### src/rtl/seq_divider.sv
// seq_divider: multi-cycle signed/unsigned restoring divider.
// Produces z = {remainder, quotient}; one quotient bit per clock, then a
// sign-fix cycle. Division by zero finishes in one cycle with a flag.
module seq_divider #(
    parameter int WIDTH = 32,
    parameter int CW    = $clog2(WIDTH)
) (
    input  logic               clk,
    input  logic               clr,
    input  logic               start,
    input  logic               signed_mode,
    input  logic [WIDTH-1:0]   a,
    input  logic [WIDTH-1:0]   b,
    output logic               busy,
    output logic               done,
    output logic               div_by_zero,
    output logic [2*WIDTH-1:0] z
);

    typedef enum logic [1:0] {
        S_IDLE = 2'd0,
        S_ITER = 2'd1,
        S_FIX  = 2'd2
    } state_t;

    // Two's-complement negation, applied only when en is set.
    function automatic logic [WIDTH-1:0] f_cond_neg(input logic [WIDTH-1:0] v, input logic en);
        logic [WIDTH-1:0] res;
        if (en) begin
            res = (~v) + WIDTH'(1);
        end else begin
            res = v;
        end
        return res;
    endfunction

    // Magnitude of an operand: negated only for negative signed values.
    // The most-negative value maps onto itself, which is correct as unsigned.
    function automatic logic [WIDTH-1:0] f_mag(input logic [WIDTH-1:0] v, input logic sm);
        return f_cond_neg(v, sm & v[WIDTH-1]);
    endfunction

    state_t               state_q, state_d;
    logic [CW-1:0]        count_q, count_d;
    logic [WIDTH-1:0]     rem_q, rem_d;       // partial remainder
    logic [WIDTH-1:0]     quo_q, quo_d;       // dividend bits shifting out, quotient bits shifting in
    logic [WIDTH-1:0]     dvs_q, dvs_d;       // divisor magnitude
    logic                 neg_q_q, neg_q_d;   // quotient must be negated
    logic                 neg_r_q, neg_r_d;   // remainder must be negated
    logic [2*WIDTH-1:0]   z_q, z_d;
    logic                 busy_q, busy_d;
    logic                 done_q, done_d;
    logic                 dbz_q, dbz_d;

    logic [WIDTH:0]       shift_s;
    logic [WIDTH:0]       diff_s;
    logic                 a_neg_s;
    logic                 b_neg_s;

    // Trial subtraction: the MSB of the WIDTH+1-bit difference is the borrow,
    // i.e. the restore decision.
    assign shift_s = {rem_q, quo_q[WIDTH-1]};
    assign diff_s  = shift_s - {1'b0, dvs_q};
    assign a_neg_s = signed_mode & a[WIDTH-1];
    assign b_neg_s = signed_mode & b[WIDTH-1];

    // State register and datapath registers, cleared by the asynchronous reset.
    always_ff @(posedge clk or negedge clr) begin
        if (!clr) begin
            state_q <= S_IDLE;
            count_q <= {CW{1'b0}};
            rem_q   <= {WIDTH{1'b0}};
            quo_q   <= {WIDTH{1'b0}};
            dvs_q   <= {WIDTH{1'b0}};
            neg_q_q <= 1'b0;
            neg_r_q <= 1'b0;
            z_q     <= {(2*WIDTH){1'b0}};
            busy_q  <= 1'b0;
            done_q  <= 1'b0;
            dbz_q   <= 1'b0;
        end else begin
            state_q <= state_d;
            count_q <= count_d;
            rem_q   <= rem_d;
            quo_q   <= quo_d;
            dvs_q   <= dvs_d;
            neg_q_q <= neg_q_d;
            neg_r_q <= neg_r_d;
            z_q     <= z_d;
            busy_q  <= busy_d;
            done_q  <= done_d;
            dbz_q   <= dbz_d;
        end
    end

    // Next-state and datapath logic; done is a pulse so it defaults low.
    always_comb begin
        state_d = state_q;
        count_d = count_q;
        rem_d   = rem_q;
        quo_d   = quo_q;
        dvs_d   = dvs_q;
        neg_q_d = neg_q_q;
        neg_r_d = neg_r_q;
        z_d     = z_q;
        busy_d  = busy_q;
        done_d  = 1'b0;
        dbz_d   = dbz_q;

        case (state_q)
            S_IDLE: begin
                if (start) begin
                    if (b == {WIDTH{1'b0}}) begin
                        // Division by zero: result is ready next cycle, no iterations.
                        z_d     = {a, {WIDTH{1'b1}}};
                        done_d  = 1'b1;
                        dbz_d   = 1'b1;
                        state_d = S_IDLE;
                    end else begin
                        rem_d   = {WIDTH{1'b0}};
                        quo_d   = f_mag(a, signed_mode);
                        dvs_d   = f_mag(b, signed_mode);
                        neg_q_d = a_neg_s ^ b_neg_s;
                        neg_r_d = a_neg_s;
                        count_d = {CW{1'b0}};
                        busy_d  = 1'b1;
                        state_d = S_ITER;
                    end
                end else begin
                    state_d = S_IDLE;
                end
            end
            S_ITER: begin
                if (diff_s[WIDTH]) begin
                    rem_d = shift_s[WIDTH-1:0];
                    quo_d = {quo_q[WIDTH-2:0], 1'b0};
                end else begin
                    rem_d = diff_s[WIDTH-1:0];
                    quo_d = {quo_q[WIDTH-2:0], 1'b1};
                end
                count_d = count_q + CW'(1);
                if (count_q == CW'(WIDTH - 1)) begin
                    state_d = S_FIX;
                end else begin
                    state_d = S_ITER;
                end
            end
            S_FIX: begin
                z_d     = {f_cond_neg(rem_q, neg_r_q), f_cond_neg(quo_q, neg_q_q)};
                done_d  = 1'b1;
                dbz_d   = 1'b0;
                busy_d  = 1'b0;
                state_d = S_IDLE;
            end
            default: begin
                busy_d  = 1'b0;
                state_d = S_IDLE;
            end
        endcase
    end

    assign busy        = busy_q;
    assign done        = done_q;
    assign div_by_zero = dbz_q;
    assign z           = z_q;

endmodule

### config.mk
export PLATFORM = sky130hd
export DESIGN_NAME = seq_divider
export DESIGN_NICKNAME = d
export VERILOG_FILES = /design/src/rtl/seq_divider.sv
export SDC_FILE = /design/constraint.sdc
export NUM_CORES = 1
export LEC_CHECK = 0
export CORE_ASPECT_RATIO = 0.9
export CORE_UTILIZATION = 50
export DETAILED_ROUTE_END_ITERATION = 8
export PLACE_DENSITY_LB_ADDON = 0.15
export RECOVER_POWER = 50
export SLEW_MARGIN = 20
export SYNTH_ARGS = -nofsm -noshare
export SYNTH_HDL_FRONTEND = slang
export SYNTH_SLANG_ARGS = --single-unit
### constraint.sdc
create_clock -name clk -period 4.14 [get_ports clk]
set_input_delay 0.828 -clock clk [delete_from_list [all_inputs] [get_ports clk]]
set_output_delay 0.828 -clock clk [all_outputs]
set_load 0.05 [all_outputs]
==> impl_metrics.json <==
{
  "status": "complete, but fails checks",
  "violations": "max-capacitance violations, max-slew violations",
  "setup_viol": 0,
  "internal_power_mw": 6.21,
  "first_pass_iters": 5,
  "maxCapViolations": 2,
  "grt_pass1_wl_microns": 47600,
  "coreArea_sq_um": 22600,
  "drt-met1-wl_microns": 14000,
  "drt_iter0_markers": 636,
  "reg2reg_slack_ns": 0.68,
  "arrival_ns": 4.02,
  "crit_fanout": 34,
  "hold_violations": 0,
  "vias_per_cell": 5.68,
  "postSynthAreaPerCell_sq_um": 8.52,
  "vdd_ir_drop_max_v": 0.000441,
  "ys.flop_type": "dfrtp_1",
  "cts_resized": 0,
  "post_cts_buffers": 0,
  "cts_tree": "built",
  "hpwl_microns": 21000,
  "netlist_instances": 1359,
  "yosysTopAreaCell": "dfrtp_1",
  "grt_max_degree": 131,
  "layout_commonest_cell": "dfrtp_1",
  "synth_area_leaders": "dfrtp_1 (37%), xnor2_1 (5.8%), nand2_1 (5.2%), xor2_1 (4.8%), o21ai_0 (4.7%)",
  "vias": 10006,
  "grt_antenna_before_repair": 0,
  "synth_cell_types": 68,
  "fin_crit_sh": 0.901,
  "crit_family": "simple AND/OR/NAND/NOR gates",
  "timing.rr.start": "quo_q[31]",
  "synth-edff-count": 0,
  "cts-root-buf": "clkbuf_16",
  "crit_slowest_cell": "or4_2",
  "post-route-util": 0.611,
  "clk_latency_ns": 0.44,
  "critPathLaunchType": "input pin",
  "crit_buf_inv": 3,
  "max_freq_ghz": 0.268,
  "synth_top_area_share": 0.372,
  "wl_per_cell_microns": 16.3,
  "drc": 0,
  "first_global_vias": 9291,
  "grt_remaining_overflow": 0,
  "hp-start": "dvs_q[17]",
  "p_comb_frac": 0.599,
  "finalMaxSlewViolations": 154,
  "synth_seq_cells": 172,
  "antenna_cells": 0,
  "drt_wl_total_microns": 28700,
  "cts_max_level": 4,
  "crit_chain": "clkdlybuf4s50_1 -> inv_1 -> ha_1 -> nor4b_1 -> nand4_1 -> nor2b_1 -> nand2_1 -> or4_2 -> buf_4 -> a211oi_1 -> a21oi_1",
  "rsz0062_at_grt": "no",
  "die_w_microns": 162,
  "cts.clk_slew.worst_paths_ns": 0.07,
  "placementRows": 52,
  "tightest_slew_ns": 2.56,
  "mappedNetlistArea_sq_um": 11600,
  "io_buffers": 134,
  "grt_use_total": 0.251,
  "synth_warnings": 0,
  "cts_hold_buf": 0,
  "syn_to_final_growth_pct": 19.2,
  "leakagePower_nw": 5.90,
  "seqPwrFrac": 0.268,
  "cts.sinks": 172,
  "fp.dieArea_sq_um": 23800,
  "cts_buffers": 17,
  "seq_area_frac_synth": 0.372,
  "post-route-min-period_ns": 3.73,
  "drive_above_1_share": 0.0484,
  "ioPinCount": 135,
  "power_switching_mw": 5.48,
  "crit_type": "input pin to register",
  "ant_nets": 0,
  "clockPowerShare": 0.134,
  "clockBufferDepth": 2,
  "highest_layer": "met4",
  "fp.dieH_microns": 146,
  "worstPathRequired_ns": 4.43,
  "setup_tns_ns": 0,
  "slew_headroom": -0.704,
  "finalPower_mw": 11.7,
  "cellPowerDensity_nw_per_um2": 847,
  "gp_congestion": 0.895,
  "slowest_delay_ns": 0.63,
  "nNetsFinal": 1561,
  "end_kind": "register",
  "hold_class": "register to register",
  "wl_met3_microns": 1470,
  "syn_nets": 1466,
  "synthArstFlopShare": 1.00,
  "critical_path.startpoint": "b[1]",
  "layout_common_cells": "dfrtp_1 (172), nand2_1 (159), o21ai_0 (109), clkdlybuf4s50_1 (101), a21oi_1 (97)",
  "holdWs_ns": 0.481,
  "fin_skew_ns": 0.0185,
  "routed-wl-met2_microns": 12900,
  "start_util": 0.513,
  "sw_frac_of_total": 0.468
}
-- Yosys cell counts (all sizes together) (9+ instances only) --
cell      n
a211oi   11
a21o     12
a21oi    98
a221o    22
a22oi     9
and2     20
and3     12
buf      11
clkbuf   68
dfrtp   172
ha       38
inv      52
mux2i    50
nand2   159
nand3    27
nand4    10
nor2     78
nor2b     9
nor3     52
nor4     15
o21ai   147
o31ai    23
o41ai     9
or3      19
or4      12
xnor2    77
xor2     63
-- tightest hold or removal path, delay by kind of cell (launching register included) --
family / cells / cell delay, ns
and+or+nand+nor: 1 / 0.05
DFF: 1 / 0.34
AOI/OAI and AO/OA: 1 / 0.06
-- power groups by stage --
stage          clock (mW)  combinational (mW)  sequential [mW]
2_1_floorplan           0                5.08             3.30
3_3_place_gp            0                6.89             3.13
3_5_place_dp            0                6.98             3.15
4_1_cts              1.59                7.02             3.12
5_1_grt              1.67                7.83             3.23
6_report             1.56                7.00             3.13
-- registers in the layout, summed over array words and instances, names as in the netlist --
name	flops
div_by_zero	1
state_q	2
done	1
quo_q	32
neg_r_q	1
dvs_q	32
busy	1
z	64
count_q	5
rem_q	32
neg_q_q	1
-- worst paths after layout --
kind / end / cells after the start
max in group asynchronous: z[21] / 2
max: z[33] / 11
max reg2reg: rem_q[13] / 12
min in group asynchronous: z[7] / 1
min reg2reg: dvs_q[17] / 2
min: dvs_q[17] / 2
-- layout make-up --
type	instances	area, sq um
flip-flops and latches	172	4300
clock inverters	14	146
clock buffers	17	425
fillers	2024	8780
inverters	52	195
repair buffers	155	1540
multi-input cells	1056	6820
well taps	297	372
-- logic make-up (layout without fill, tap and decap cells) --
| logic type | count (synthesis) | in the layout | share of synthesized area |
|---|---|---|---|
| XOR/XNOR | 140 | 140 | 0.106 |
| buffers and inverters | 131 | 238 | 0.0435 |
| flip-flops | 172 | 172 | 0.372 |
| AO/OA/AOI/OAI | 384 | 384 | 0.206 |
| AND/OR/NAND/NOR | 442 | 442 | 0.186 |
| multiplexers | 51 | 51 | 0.0442 |
| adder cells (fa/ha/maj) | 39 | 39 | 0.0428 |
-- metal layers --
metal  vias up  GRT usage
met5         -          0
li1       5055          -
met2       254      0.398
met1      4670      0.357
met3        27     0.0392
met4         0     0.0594
-- through the flow --
stage	instance area [sq um]	worst slack [ns]	cells
finish	13800	0.411	1763
global route	13800	0.287	1763
CTS	13800	0.426	1763
detailed placement	13300	0.000474	1732
global placement	13300	0.191	1732
floorplan	11600	0.965	1359
Note: power is estimated with default switching activity, not from simulation.
